==> src/rtl/uart_pkg.sv <==
// Shared UART/TAP constants: instruction-register width and reserved addresses.
package uart_pkg;

  localparam int IRLENGTH = 5;

  // Reported by the interconnect when no peripheral holds valid data.
  localparam logic [IRLENGTH-1:0] ADDR_NOP     = 5'h1F;
  localparam logic [IRLENGTH-1:0] ADDR_STB0_CS = 5'h02;

endpackage

==> src/rtl/tap_read_arbiter.sv <==
// Read side of the TAP read interconnect.
// Takes host read requests (or self-initiates reads of peripherals flagged
// valid), retries the read-ready pulse until data arrives, then streams the
// captured word LSB-first as bytes to the UART transmitter.
//
//   state    | meaning
//   ---------+------------------------------------------------------------
//   IDLE     | ready for a host request or an auto read
//   ISSUE    | one-cycle read-ready pulse to the interconnect
//   WAIT     | sample read valid; retry, give up, or capture the data
//   SEND_HDR | auto reads only: header byte 8'h80 | address
//   SEND     | data bytes, LSB first
module tap_read_arbiter
  import uart_pkg::*;
#(
  parameter int READ_WIDTH = 32,
  parameter int MAX_RETRY  = 16
) (
  input  logic                  CLK_I,
  input  logic                  RST_I,
  input  logic [IRLENGTH-1:0]   REQ_ADDRESS_I,
  input  logic                  REQ_VALID_I,
  output logic                  REQ_READY_O,
  input  logic                  AUTO_EN_I,
  output logic [IRLENGTH-1:0]   READ_ADDRESS_O,
  output logic                  READ_READY_O,
  input  logic [READ_WIDTH-1:0] READ_DATA_I,
  input  logic                  READ_VALID_I,
  input  logic [IRLENGTH-1:0]   VALID_ADDRESS_I,
  output logic [7:0]            TX_DATA_O,
  output logic                  TX_VALID_O,
  input  logic                  TX_READY_I,
  output logic                  ERR_O,
  output logic                  BUSY_O
);

  localparam int NBYTES  = (READ_WIDTH + 7) / 8;
  localparam int SHIFT_W = NBYTES * 8;
  localparam int BCNT_W  = (NBYTES > 1) ? $clog2(NBYTES) : 1;
  localparam int RETRY_W = $clog2(MAX_RETRY + 1);

  localparam logic [BCNT_W-1:0]  LAST_BYTE  = BCNT_W'(NBYTES - 1);
  localparam logic [RETRY_W-1:0] RETRY_LAST = RETRY_W'(MAX_RETRY - 1);

  typedef enum logic [2:0] {
    S_IDLE,
    S_ISSUE,
    S_WAIT,
    S_SEND_HDR,
    S_SEND
  } state_t;

  state_t               state_q;
  state_t               state_next;
  logic [IRLENGTH-1:0]  addr_q;
  logic                 auto_q;
  logic [SHIFT_W-1:0]   shift_q;
  logic [RETRY_W-1:0]   retry_q;
  logic [BCNT_W-1:0]    byte_q;
  logic                 err_q;
  logic                 req_ready_q;

  logic auto_hit;
  logic start;
  logic retry_done;
  logic last_byte;

  // req_ready_q is low through reset and the first cycle after it, so an
  // acceptance is only ever seen by the host while REQ_READY_O is high.
  assign auto_hit   = AUTO_EN_I && (VALID_ADDRESS_I != ADDR_NOP);
  assign start      = req_ready_q && (REQ_VALID_I || auto_hit);
  assign retry_done = (retry_q >= RETRY_LAST);
  assign last_byte  = (byte_q == LAST_BYTE);

  // State register.
  always_ff @(posedge CLK_I or posedge RST_I) begin
    if (RST_I) state_q <= S_IDLE;
    else       state_q <= state_next;
  end

  // Next-state decode.
  always_comb begin
    state_next = state_q;
    case (state_q)
      S_IDLE:     if (start) state_next = S_ISSUE;
      S_ISSUE:    state_next = S_WAIT;
      S_WAIT: begin
        if (READ_VALID_I || retry_done) state_next = auto_q ? S_SEND_HDR : S_SEND;
        else                            state_next = S_ISSUE;
      end
      S_SEND_HDR: if (TX_READY_I) state_next = S_SEND;
      S_SEND:     if (TX_READY_I && last_byte) state_next = S_IDLE;
      default:    state_next = S_IDLE;
    endcase
  end

  // Address latch, data capture/shift, retry and byte counters, error pulse.
  always_ff @(posedge CLK_I or posedge RST_I) begin
    if (RST_I) begin
      addr_q      <= ADDR_NOP;
      auto_q      <= 1'b0;
      shift_q     <= '0;
      retry_q     <= '0;
      byte_q      <= '0;
      err_q       <= 1'b0;
      req_ready_q <= 1'b0;
    end else begin
      err_q       <= 1'b0;
      req_ready_q <= (state_next == S_IDLE);
      case (state_q)
        S_IDLE: begin
          byte_q <= '0;
          if (req_ready_q) begin
            if (REQ_VALID_I) begin
              addr_q <= REQ_ADDRESS_I;
              auto_q <= 1'b0;
            end else if (auto_hit) begin
              addr_q <= VALID_ADDRESS_I;
              auto_q <= 1'b1;
            end
          end
        end
        S_WAIT: begin
          if (READ_VALID_I) begin
            shift_q <= SHIFT_W'(READ_DATA_I);
            retry_q <= '0;
          end else if (!retry_done) begin
            retry_q <= retry_q + 1'b1;
          end else begin
            shift_q <= '0;
            err_q   <= 1'b1;
            retry_q <= '0;
          end
        end
        S_SEND: begin
          if (TX_READY_I) begin
            shift_q <= shift_q >> 8;
            byte_q  <= last_byte ? '0 : byte_q + 1'b1;
          end
        end
        default: ;
      endcase
    end
  end

  assign REQ_READY_O    = req_ready_q;
  assign BUSY_O         = (state_q != S_IDLE);
  assign READ_READY_O   = (state_q == S_ISSUE);
  assign READ_ADDRESS_O = (state_q == S_IDLE) ? ADDR_NOP : addr_q;
  assign TX_VALID_O     = (state_q == S_SEND_HDR) || (state_q == S_SEND);
  assign TX_DATA_O      = (state_q == S_SEND_HDR) ? (8'h80 | {{(8-IRLENGTH){1'b0}}, addr_q}) :
                          (state_q == S_SEND)     ? shift_q[7:0] : 8'h00;
  assign ERR_O          = err_q;

endmodule

==> config.mk <==
export PLATFORM = sky130hd
export DESIGN_NAME = tap_read_arbiter
export DESIGN_NICKNAME = d
export VERILOG_FILES = /design/src/rtl/uart_pkg.sv /design/src/rtl/tap_read_arbiter.sv
export SDC_FILE = /design/constraint.sdc
export NUM_CORES = 1
export LEC_CHECK = 0
export ABC_AREA = 1
export BUFFER_PORTS_ARGS = -buffer_cell sky130_fd_sc_hd__buf_4
export CAP_MARGIN = 20
export CORE_AREA = 2 2 77 79
export DETAILED_ROUTE_END_ITERATION = 6
export DIE_AREA = 0 0 79 81
export GPL_TIMING_DRIVEN = 0
export PLACE_DENSITY = 0.75
export SETUP_SLACK_MARGIN = 0.02
export SLEW_MARGIN = 20
export SYNTH_ARGS = -nofsm -noshare
export SYNTH_HDL_FRONTEND = slang
export SYNTH_SLANG_ARGS = --single-unit
==> constraint.sdc <==
create_clock -name CLK_I -period 1.89 [get_ports CLK_I]
set_input_delay 0.2835 -clock CLK_I [delete_from_list [all_inputs] [get_ports CLK_I]]
set_output_delay 0.2835 -clock CLK_I [all_outputs]
set_load 0.02 [all_outputs]
# After elaboration in Yosys (flattened, before gate mapping)
# Index checks and enable logic that the tools add are counted.
classes:
  addsub: 2
  mul: 0
  n_div: 0
  n_lt_le_gt_ge: 1
  n_eq_ne: 8
  n_shift: 0
  mux: 25
  bitwise: 0
  n_reduce_logical: 15
ops:
  columns: ["cell", "n"]
  rows:
  - ["$mux W32", 3]
  - ["$pmux W32 S2", 1]
  - ["$mux W5", 5]
  - ["$mux W8", 2]
  - ["$mux W3", 5]
  - ["$pmux W3 S5", 1]
  - ["$eq A3 B2 Y1 const B", 2]
  - ["$logic_not A3 Y1", 2]
  - ["$reduce_and A3 Y1", 2]
  - ["$reduce_bool A2 Y1", 3]
  - ["$add A5 B1 Y5 const B", 1]
  - ["$ge A5 B4 Y1 const B", 1]
  - ["$mux W1", 5]
  - ["$ne A5 B5 Y1 const B", 1]
  - ["$mux W2", 2]
  - ["$pmux W2 S2", 1]
  - ["$eq A3 B1 Y1 const B", 1]
  - ["$eq A3 B3 Y1 const B", 1]
  - ["$logic_and A1 B1 Y1", 3]
  - ["$logic_or A1 B1 Y1", 3]
  - ["$ne A3 B3 Y1 const B", 1]
  - ["$reduce_bool A3 Y1", 1]
  - ["$add A2 B1 Y2 const B", 1]
  - ["$eq A2 B2 Y1 const B", 1]
  - ["2 further kinds", 2]
totals:
  regBits: 50
  latch_bits: 0
  ramBits: 0
  romBits: 0
  in_bits: 48
  output_inout_bits: 18
  wordCells: 59
  mem_count: 0

# Depth between registers and ports, before layout
depth:
  depth_word: 7
  depth_mapped: 12
  ltp_nobuf: 10

# Worst setup path before layout
# No wires, ideal clock.
synth_timing:
  path_kind: "register to register"
  from: "register retry_q[0]"
  to: "register shift_q[10]"
  setup_time_ps: 65
  arrival_time_ps: 1774
  t_required_ps: 1825
  slack_ps: 51
  path_stages_with_launch: 13
  path_buffers: 2
  period_less_slack_ps: 1839
  path_cell_list: "dfrtp_1 ha_1 and3_1 ha_1 nor2_1 nand3_1 nand2_2 nand2_4 inv_2 buf_6 buf_6 nand2_1 nand2_1"
synth_via:
  elab_chain_len: 3
synth_rtl:
  columns: ["element", "line_no", "rtl"]
  rows:
  - ["start, declared", "tap_read_arbiter.sv:58", "logic [RETRY_W-1:0] retry_q;"]
  - ["start signal, assigned", "tap_read_arbiter.sv:128", "retry_q <= retry_q + 1'b1;"]
  - ["$ge A5 B4 Y1", "tap_read_arbiter.sv:72", "assign retry_done = (retry_q >= RETRY_LAST);"]
  - ["$ne A3 B3 Y1 (no source line)", null, null]
  - ["$reduce_and A3 Y1 (no source line)", null, null]
  - ["end signal, assigned", "tap_read_arbiter.sv:125", "shift_q <= SHIFT_W'(READ_DATA_I);"]
  - ["end signal, assigned", "tap_read_arbiter.sv:137", "shift_q <= shift_q >> 8;"]
  - ["end, declared", "tap_read_arbiter.sv:57", "logic [SHIFT_W-1:0] shift_q;"]
# No other way between the ends.
# A chain may end at the register's enable or synchronous reset.

# Final worst setup path
layout_timing:
  from: "register state_q[1]"
  to: "output port TX_DATA_O[7]"
layout_via:
  elab_chain_len: 3
  word_cells_on_any_way: 4
  cone_classes: "eq/ne (2); mux (2)"
layout_rtl:
  columns: ["element", "line_no", "rtl"]
  rows:
  - ["start, declared", "tap_read_arbiter.sv:53", "state_t state_q;"]
  - ["start signal, assigned", "tap_read_arbiter.sv:78", "else state_q <= state_next;"]
  - ["$eq A3 B3 Y1", "tap_read_arbiter.sv:152", "(state_q == S_SEND) ? shift_q[7:0] : 8'h00;"]
  - ["$mux W8", "tap_read_arbiter.sv:152", null]
  - ["$mux W8 (*)", "tap_read_arbiter.sv:151", "assign TX_DATA_O = (state_q == S_SEND_HDR) ? (8'h80 | {{(8-IRLENGTH){1'b0}}, addr_q}) :"]
  - ["end, declared", "tap_read_arbiter.sv:30", "output logic [7:0] TX_DATA_O,"]
# Every way passes the cells marked *; elsewhere a longest branch is shown, timed or not.

==> reports/results.txt <==
status = finished clean
root buf cell = clkbuf_8
total power after layout = 0.00501 W
first-pass GRT wire length = 10.7 mm
setup slack after layout = 0.0919 ns
Seq/Total Area, Yosys = 47.9%
GRT Residual Overflow = 0
pre-CTS setup slack = -0.154 ns
Synth Cell Area = 2630 sq um
Distinct cells, synth = 27
Max clock buf depth = 2
clock slew at reported path FFs = 0.10 ns
most common cell after layout, fill and taps aside = nand2_1
Setup-failing EPs final = 0
Layout Area Growth over Synthesis = 34.2%
Power per Cell Area = 1420 nW/um^2
Period Utilization, post-route = 95.1%
Leak = 1.90 nW
CP endpoint kind = output pin
pin count of the biggest net entering global routing = 29
slew margin rel. = 48.0%
Tmin final = 1.80 ns
drt wl/cell = 12.5 um
Setup CP Type = reg2out
Slew @ Worst Pin = 0.780 ns
Final Util = 62.1%
DP HPWL = 4.55 mm
Sink Count = 50
Post-Syn Nets = 403
initial antenna violation count = 0
FF+latch count, synth = 50
number of max-cap violations = 0
vias = 2522
Core Box Area = 5680 sq um
DR pass1 iterations = 4
cells after synthesis = 352
DR iter-0 viols = 131
Die Span Y = 81 um
n_diodes = 0
FP Rows = 28
share of layout cells above drive strength 1 = 31.6%
post-route design area = 3520 sq um
Fmax = 556 MHz
CTS H-tree depth = 2
total track usage = 21.1%
vias per cell = 4.93
syn_area_per_cell = 7.46 sq um
dpl cell area = 3210 sq um
die footprint = 6400 sq um
IO Port Bufs = 63
Final GP Congestion = 0.847
Worst VDD drop = 0.623 mV
DRT Wirelength = 6.42 mm
WP data required = 1.61 ns
vias in the first global route = 2364
Max FO, Critical Path = 10
DIE WIDTH = 79 um
crit path launch type = flip-flop
fin nets = 487
Top-Level Pins = 66
Setup Skew = 0.0135 ns
DRC viols = 0
RSZ-0062 raised after global routing = true
Slew Limit Fails = 0
final hold violation count = 0
TritonCTS clock tree = done
synth warn = 0
starting density of the core = 46.3%
final hold slack = 0.00393 ns
Skew-Pair Late Insertion Delay = 0.31 ns
total CTS buffers = 5
Hold Crit Class = in2async
Final ANT Viol Nets = 0
CP arrival = 1.51 ns
commonest non-fill, non-tap cells in the layout = 121 x nand2_1, 75 x buf_4, 43 x dfrtp_1, 38 x nor2_1, 32 x a21oi_1
[worst paths after layout]
kind / end / cells past startpoint / slack, ns / startpoint
max reg2reg: shift_q[12] / 12 / 0.11 / retry_q[1]
min: shift_q[6] / 2 / 0.004 / RST_I
max: TX_DATA_O[7] / 6 / 0.09 / state_q[1]
max in group asynchronous: addr_q[2] / 3 / 1.28 / RST_I
min in group CLK_I: shift_q[29] / 3 / 0.19 / READ_DATA_I[29]
min reg2reg: shift_q[20] / 2 / 0.48 / shift_q[20]
[cell families after synthesis]
family                   share of synthesized area, %
AO/OA/AOI/OAI                                    10.1
AND/OR/NAND/NOR                                  31.0
multiplexers                                     2.14
buffers and inverters                            7.05
adder cells (fa/ha/maj)                          1.43
flip-flops                                       47.9
XOR/XNOR                                        0.334
[per-stage QoR]
step                      instances  TNS, ns
after floorplan                 352        0
after global placement          490   -12.11
after detailed placement        491    -3.56
after CTS                       508        0
after global routing            512        0
final                           512        0
[synth_stat cells, drive strengths merged]
cell | instances | area (sq um)
nand2 | 136 | 526
nor2 | 43 | 171
and3 | 1 | 6.26
clkbuf | 4 | 15.0
buf | 13 | 80.1
a21oi | 32 | 160
o21a | 2 | 15.0
mux2 | 5 | 56.3
ha | 3 | 37.5
o21ai | 14 | 70.1
xnor2 | 1 | 8.76
dfstp | 5 | 131
inv | 24 | 90.1
nand4 | 1 | 6.26
a22o | 1 | 8.76
nand3 | 20 | 105
o22ai | 2 | 12.5
dfrtp | 45 | 1130
[metal layers]
metal	track usage, %	share of wire, %	up-vias
met3	3.67	5.9	7
met2	37.9	50	72
met4	6.03	1.1	0
li1	-	-	1278
met5	0	0	-
met1	26.3	43	1165
[report_power, final]
| part | internal [W] | switching, W |
|---|---|---|
| clock network | 0.000395 | 0.000360 |
| registers | 0.00156 | 0.000276 |
| logic | 0.00100 | 0.00142 |
[layout make-up]
cell class | count | area (sq um)
inverter | 24 | 90.1
tap | 75 | 93.8
sequential | 50 | 1260
clock inverter | 2 | 37.5
timing repair buffer | 77 | 606
multi-input combinational | 261 | 1260
fill | 528 | 2150
buffer | 17 | 106
clock buffer | 6 | 72.6
[repair_timing]
action / 4_1_cts / 5_1_grt
pin swaps: 4 / 8
setup endpoints to repair: 39 / 40
gates cloned: 1 / 0
hold buffers: 0 / 0
buffers inserted: 8 / 4
resized for setup: 8 / 28
[state kept, by name (all words and copies together) (netlist names)]
register	flops
auto_q	1
addr_q	5
ERR_O	1
shift_q	32
REQ_READY_O	1
retry_q	5
state_q	3
byte_q	2
[worst max-delay path, stage by stage (launching register included)]
cell     delay, ns
dfrtp_2       0.45
nor2_4        0.15
nand2_4       0.08
buf_6         0.15
nand2_1       0.09
o21a_1        0.14
buf_4         0.14
Note: power is estimated with default switching activity, not from simulation.
